===== config.mk =====
export PLATFORM = sky130hd
export DESIGN_NAME = adjexp_pipe
export DESIGN_NICKNAME = d
export VERILOG_FILES = /design/src/rtl/adjexp_pkg.sv /design/src/rtl/adjexp_core.sv /design/src/rtl/adjexp_pipe.sv
export SDC_FILE = /design/constraint.sdc
export NUM_CORES = 1
export LEC_CHECK = 0
export BUFFER_PORTS_ARGS = -buffer_cell sky130_fd_sc_hd__buf_2
export CAP_MARGIN = 15
export CORE_ASPECT_RATIO = 1.1
export CORE_MARGIN = 2
export CORE_UTILIZATION = 34
export DETAILED_ROUTE_END_ITERATION = 7
export PLACE_DENSITY = 0.57
export SLEW_MARGIN = 20
export SYNTH_ARGS = -nofsm -noshare
export SYNTH_HDL_FRONTEND = slang
export SYNTH_SLANG_ARGS = --single-unit

===== constraint.sdc =====
create_clock -name clk -period 2.2 [get_ports clk]
set_clock_uncertainty 0.15 [all_clocks]
set_input_delay 0.55 -clock clk [delete_from_list [all_inputs] [get_ports clk]]
set_output_delay 0.55 -clock clk [all_outputs]
set_load 0.01 [all_outputs]

===== src/rtl/adjexp_pkg.sv =====
// Shared constants, helper functions and the stage-1 payload type for the
// exponent-adjust pipeline (adjexp_pipe / adjexp_core).
package adjexp_pkg;

  localparam int EW_D = 11;
  localparam int EW_S = 8;

  // Stage-1 payload; the sum field is sized for the double format, so EW must not exceed EW_D.
  typedef struct packed {
    logic          db;
    logic          ovf_en;
    logic [EW_D:0] sum;
    logic          ovf;
  } s1_payload_t;

  function automatic int unsigned f_allones(input int unsigned w);
    return (32'd1 << w) - 32'd1;
  endfunction

  function automatic int unsigned f_emax(input int unsigned w);
    return (32'd1 << w) - 32'd2;
  endfunction

  function automatic int unsigned f_alpha(input int unsigned w);
    return 32'd3 << (w - 32'd2);
  endfunction

endpackage


===== src/rtl/adjexp_core.sv =====
// Combinational datapath of the exponent-adjust stage: the increment/overflow half
// feeds stage 1, the wrap/clamp select half consumes the registered stage-1 payload.
module adjexp_core
  import adjexp_pkg::*;
#(
  parameter int EW = EW_D,
  parameter int SW = EW_S
) (
  input  logic [EW-1:0] i_e2,
  input  logic          i_db,
  input  logic          i_sigovf,
  output logic [EW:0]   o_sum,
  output logic          o_ovf,
  input  s1_payload_t   i_s1,
  output logic [EW-1:0] o_e3,
  output logic          o_sig_max
);

  logic [EW:0]   w_mask1;
  logic [EW:0]   w_field;
  logic [EW:0]   w_sum2;
  logic [EW-1:0] w_wrap;
  logic [EW-1:0] w_emax;
  int unsigned   w_w1;
  int unsigned   w_w2;

  // Masking to the active width discards e2[EW-1:SW] for single format.
  always_comb begin
    w_w1    = i_db ? EW : SW;
    w_mask1 = (EW+1)'(f_allones(w_w1));
    w_field = {1'b0, i_e2} & w_mask1;
    o_sum   = w_field + (EW+1)'(i_sigovf);
    o_ovf   = (o_sum >= w_mask1);
  end

  always_comb begin
    w_w2      = i_s1.db ? EW : SW;
    w_sum2    = (EW+1)'(i_s1.sum);
    w_wrap    = EW'(w_sum2 - (EW+1)'(f_alpha(w_w2))) & EW'(f_allones(w_w2));
    w_emax    = EW'(f_emax(w_w2));
    o_e3      = EW'(w_sum2);
    o_sig_max = 1'b0;
    if (i_s1.ovf) begin
      if (i_s1.ovf_en) begin
        o_e3 = w_wrap;
      end else begin
        o_e3      = w_emax;
        o_sig_max = 1'b1;
      end
    end
  end

endmodule


===== src/rtl/adjexp_pipe.sv =====
// Two-stage valid/ready exponent-adjust pipeline with sticky overflow flag.
// Optional saturating overflow counter output ovf_cnt when ADJEXP_OVF_CNT_EN is defined.
module adjexp_pipe
  import adjexp_pkg::*;
#(
  parameter int EW = EW_D,
  parameter int SW = EW_S
) (
  input  logic          clk,
  input  logic          rst_n,
  input  logic          in_valid,
  output logic          in_ready,
  input  logic [EW-1:0] e2,
  input  logic          db,
  input  logic          sigovf,
  input  logic          ovf_en,
  output logic          out_valid,
  input  logic          out_ready,
  output logic [EW-1:0] e3,
  output logic          ovf,
  output logic          sig_max,
  input  logic          clr_sticky,
  output logic          ovf_sticky
`ifdef ADJEXP_OVF_CNT_EN
  ,
  output logic [15:0]   ovf_cnt
`endif
);

  logic          r_s1_valid;
  s1_payload_t   r_s1;
  logic          r_s2_valid;
  logic [EW-1:0] r_e3;
  logic          r_ovf;
  logic          r_sig_max;
  logic          r_sticky;

  logic [EW:0]   w_sum;
  logic          w_ovf;
  logic [EW-1:0] w_e3;
  logic          w_sig_max;
  logic          w_s2_ready;
  logic          w_in_ready;
  logic          w_deliver_ovf;

  adjexp_core #(.EW(EW), .SW(SW)) u_core (
    .i_e2      (e2),
    .i_db      (db),
    .i_sigovf  (sigovf),
    .o_sum     (w_sum),
    .o_ovf     (w_ovf),
    .i_s1      (r_s1),
    .o_e3      (w_e3),
    .o_sig_max (w_sig_max)
  );

  assign w_s2_ready    = ~r_s2_valid | out_ready;
  assign w_in_ready    = ~r_s1_valid | w_s2_ready;
  assign w_deliver_ovf = r_s2_valid & out_ready & r_ovf;

  always_ff @(posedge clk or negedge rst_n) begin
    if (!rst_n) begin
      r_s1_valid <= 1'b0;
      r_s1       <= '0;
    end else if (w_in_ready) begin
      r_s1_valid <= in_valid;
      if (in_valid) begin
        r_s1.db     <= db;
        r_s1.ovf_en <= ovf_en;
        r_s1.sum    <= (EW_D+1)'(w_sum);
        r_s1.ovf    <= w_ovf;
      end
    end
  end

  // Stage 2 holds its beat steady while the consumer stalls.
  always_ff @(posedge clk or negedge rst_n) begin
    if (!rst_n) begin
      r_s2_valid <= 1'b0;
      r_e3       <= '0;
      r_ovf      <= 1'b0;
      r_sig_max  <= 1'b0;
    end else if (w_s2_ready) begin
      r_s2_valid <= r_s1_valid;
      if (r_s1_valid) begin
        r_e3      <= w_e3;
        r_ovf     <= r_s1.ovf;
        r_sig_max <= w_sig_max;
      end
    end
  end

  always_ff @(posedge clk or negedge rst_n) begin
    if (!rst_n) begin
      r_sticky <= 1'b0;
    end else if (w_deliver_ovf) begin
      r_sticky <= 1'b1;
    end else if (clr_sticky) begin
      r_sticky <= 1'b0;
    end
  end

`ifdef ADJEXP_OVF_CNT_EN
  logic [15:0] r_ovf_cnt;

  // A clear that coincides with a counted delivery leaves exactly that one.
  always_ff @(posedge clk or negedge rst_n) begin
    if (!rst_n) begin
      r_ovf_cnt <= '0;
    end else if (clr_sticky) begin
      r_ovf_cnt <= w_deliver_ovf ? 16'd1 : 16'd0;
    end else if (w_deliver_ovf && (r_ovf_cnt != 16'hFFFF)) begin
      r_ovf_cnt <= r_ovf_cnt + 16'd1;
    end
  end

  assign ovf_cnt = r_ovf_cnt;
`endif

  assign in_ready   = w_in_ready;
  assign out_valid  = r_s2_valid;
  assign e3         = r_e3;
  assign ovf        = r_ovf;
  assign sig_max    = r_sig_max;
  assign ovf_sticky = r_sticky;

endmodule


==> metrics.sh <==
OUTCOME='finished with violations'
VIOLATED_CHECKS='negative setup slack'
TOTAL_VIA_COUNT_AFTER_DETAILED_ROUTING=1370
SETUP-VIOLATIONS-FINAL=1
GRT_START_MAX_NET_PINS=31
CTS_MAX_LEVEL=2
NETS=255
HOLD_VIOL=0
WORST_SLEW_PIN_SLEW_NS=0.664
DESIGN_AREA_MM2=0.00220
CRITICAL_PATH_PEAK_FANOUT=3
DRV_SLEW=0
FINALCOREUTILIZATION=0.481
GPL.FINAL_WEIGHTED_CONGESTION=0.741
SYN_NETS=197
DRT-INITIAL-DRC-COUNT=38
POSTSYNTHAREAPERCELL_UM2=9.38
RSZ0062_AT_GRT='yes'
HOLDBUFCOUNTCTS=0
WORST_PATH_DOMINANT_CELL_FAMILY='simple AND/OR/NAND/NOR gates'
CTS-BUFFERS-INSERTED=5
DIE_WIDTH_UM=69.3
MAX-CLOCK-PATH-BUFFERS=2
TIMING_WORST_SETUP_PATH_TYPE='in2reg'
GRT_PASS1_WL_UM=5690
VIAS_IN_THE_FIRST_GLOBAL_ROUTE=1280
MAX-CAP-VIOLATIONS=0
LAYOUT_COMMONEST_CELL='buf_2'
MET3_USAGE=0.0344
SETUP_WS_NS=-0.180
WORSTSKEWPAIRLATENCY_NS=0.28
CLOCK-SINKS=30
SETUP.WORST_PATH.START_CLASS='input pin'
FLOORPLAN.ROWS=26
DRT-WIRELENGTH-PER-CELL_UM=12.1
POWER.LEAKAGE_nW=1.02
NUM_IO_PINS=35
SYNTHESIS.YOSYS.WARNINGS=0
HOLD_PATH.CLASS='in2async'
DETAILEDPLACEMENTHPWL_UM=2620
GLOBALROUTEMET2UTIL=0.240
MAXCLOCKFREQUENCY_MHz=420
MAX_STAGE_DELAY_NS=0.51
AVGVIACOUNTPERCELL=4.81
CP.ARRIVAL_NS=2.39
WORST_PATH_MAX_DELAY_CELL='or4_4'
DIE_Y_UM=75.8
WORST_SLEW_MARGIN_REL=0.557
DIE_AREA_MM2=0.00525
TOTAL_DETAILED_ROUTING_WIRELENGTH_UM=3450
VDD_DROP_MAX_mV=0.242
LAYOUT_CELL_SHARE_WITH_DRIVE_STRENGTH_BEYOND_1=0.376
TOTAL_GLOBAL_ROUTING_OVERFLOW=0
MOST-COMMON-LAYOUT-CELLS='32 x buf_2, 30 x dfrtp_1, 27 x nand2_1'
YS_FF_LATCH=30
DPL_CELL_AREA_MM2=0.00200
YS_TYPES=34
DRC=0
SYNTHESIS.INSTANCES=170
ANTENNA_VIOLATIONS_BEFORE_REPAIR=0
CRITICAL_PATH_BUF_INV_COUNT=1
ANTENNA_CELLS=0
INITIAL_UTILIZATION=0.348
ENDPOINT_KIND='flip-flop'
BUFFER_PORTS.INSERTED=34
GRT_USE_MET1=0.168
PERIOD_MINUS_SLACK_NS=2.38
ROOT_BUFFER='clkbuf_8'
MIN_PERIOD_OVER_PERIOD=1.08
MOST_CROWDED_LAYER_AFTER_GLOBAL_ROUTING='met2'
TRITONCTS_CLOCK_TREE='done'
LAYOUT-AREA-OVERHEAD-VS-SYNTH_PCT=38.3
CP_CELL_SEQUENCE='buf_6 -> ha_4 -> ha_4 -> nand3_2 -> or2_4 -> nor2_4 -> xnor2_2 -> nor2_1 -> ha_1 -> or4_4 -> o21ai_2 -> a21oi_2'
CORE-AREA_MM2=0.00459
SYN-CELL-AREA_MM2=0.00159
DOMINANT_CELL_TYPE_BY_COUNT_ON_THE_CRITICAL_PATH='ha_4'
CP_DATA_REQUIRED_TIME_NS=2.21
CTS.CLK_SLEW.WORST_PATHS_NS=0.06
SYNTH_SEQUENTIAL_AREA_RATIO=0.471
REG2REG_SETUP_SLACK_NS=0.26
ANTENNA_VIOLATING_NETS_LEFT=0
DRT-PASS1-ITER-COUNT=4
GRT_USE_TOTAL=0.141
POWERDENSITY_mW_PER_MM2=761
registers in the layout, indices dropped and copies added, names as in the netlist:
register / flops
sig_max: 1
out_valid: 1
r_s1_valid: 1
ovf: 1
r_s1: 14
ovf_sticky: 1
e3: 11
cells by family (layout without fill, tap and decap cells):
family	Yosys count	count (layout)	synth area share
AOI/OAI and AO/OA	38	38	0.135
buffers and inverters	9	68	0.0212
adders and majority gates	8	8	0.0628
and+or+nand+nor	69	69	0.212
xor gates and xnor gates	8	8	0.0440
DFF	30	30	0.471
muxes	8	8	0.0542
power by group:
part           internal (mW)  total, mW  switching (mW)
sequential             0.655      0.730          0.0753
combinational          0.208      0.431           0.223
clock                  0.315      0.516           0.201
layer usage:
metal | vias up | wire length, um
li1 | 714 | -
met1 | 618 | 1620
met2 | 33 | 1600
met3 | 5 | 155
met4 | 0 | 76
met5 | - | 0
path summary, 6_finish.rpt:
| kind | startpoint | endpoint | depth (start not counted) |
|---|---|---|---|
| setup / recovery | sigovf | r_s1[0] | 12 |
| min in group clk | clr_sticky | ovf_sticky | 2 |
| hold reg to reg | e3[8] | e3[8] | 1 |
| setup reg to reg | r_s1[7] | e3[10] | 6 |
| hold / removal | rst_n | e3[10] | 1 |
| max in group asynchronous | rst_n | r_s1[7] | 1 |
layout make-up:
| type | count | area [um^2] |
|---|---|---|
| fillers | 446 | 2380 |
| multi-input cells | 131 | 907 |
| flip-flops and latches | 30 | 751 |
| repair buffers | 56 | 352 |
| clock buffers | 8 | 110 |
| well taps | 56 | 70.1 |
| inverters | 4 | 15.0 |
stage by stage:
stage	instances	hold WS (ns)	TNS (ns)	setup WS [ns]	total power, mW
after floorplan	170	0.104	-0.380	-0.380	0.974
after global placement	275	0.306	-0.526	-0.526	1.15
after detailed placement	275	0.314	-0.562	-0.562	1.16
after CTS	284	0.170	-0.217	-0.217	1.69
after global routing	285	0.201	-0.233	-0.233	1.79
final	285	0.138	-0.180	-0.180	1.68
cells in the mapped netlist:
master,instances,area (um^2)
a211oi_1,1,7.51
a21o_1,1,7.51
a21oi_1,4,20.0
a31oi_1,2,12.5
a41oi_1,1,8.76
and2_1,2,12.5
and4_1,1,8.76
clkbuf_1,5,18.8
dfrtp_1,30,751
ha_1,8,100
inv_1,4,15.0
mux2_2,5,56.3
mux2i_1,3,30.0
nand2_1,27,101
nand2b_1,6,37.5
nand3_1,5,25.0
nand3b_1,1,7.51
nand4_1,2,12.5
nand4_2,1,12.5
nor2_1,13,48.8
nor2_2,1,6.26
nor2b_1,2,12.5
nor3_1,2,10.0
nor4_1,2,12.5
nor4b_1,1,8.76
o211ai_1,2,15.0
o21a_1,1,7.51
o21ai_0,24,120
o31a_1,1,8.76
o31ai_1,1,7.51
or2_2,1,6.26
or4_1,2,15.0
xnor2_1,4,35.0
xor2_1,4,35.0
worst register-to-register path: stages (launching register included):
cell      delay, ns
dfrtp_1        0.39
ha_1           0.33
o21a_1         0.23
o31a_1         0.28
o211ai_1       0.16
o31ai_1        0.10
a41oi_1        0.21
what timing repair did:
action,CTS,global route
setup endpoints to repair,1,1
gates resized for setup,2,14
setup buffers,1,1
pin swaps,7,11
No activity file was read; power rests on OpenSTA's default activity.
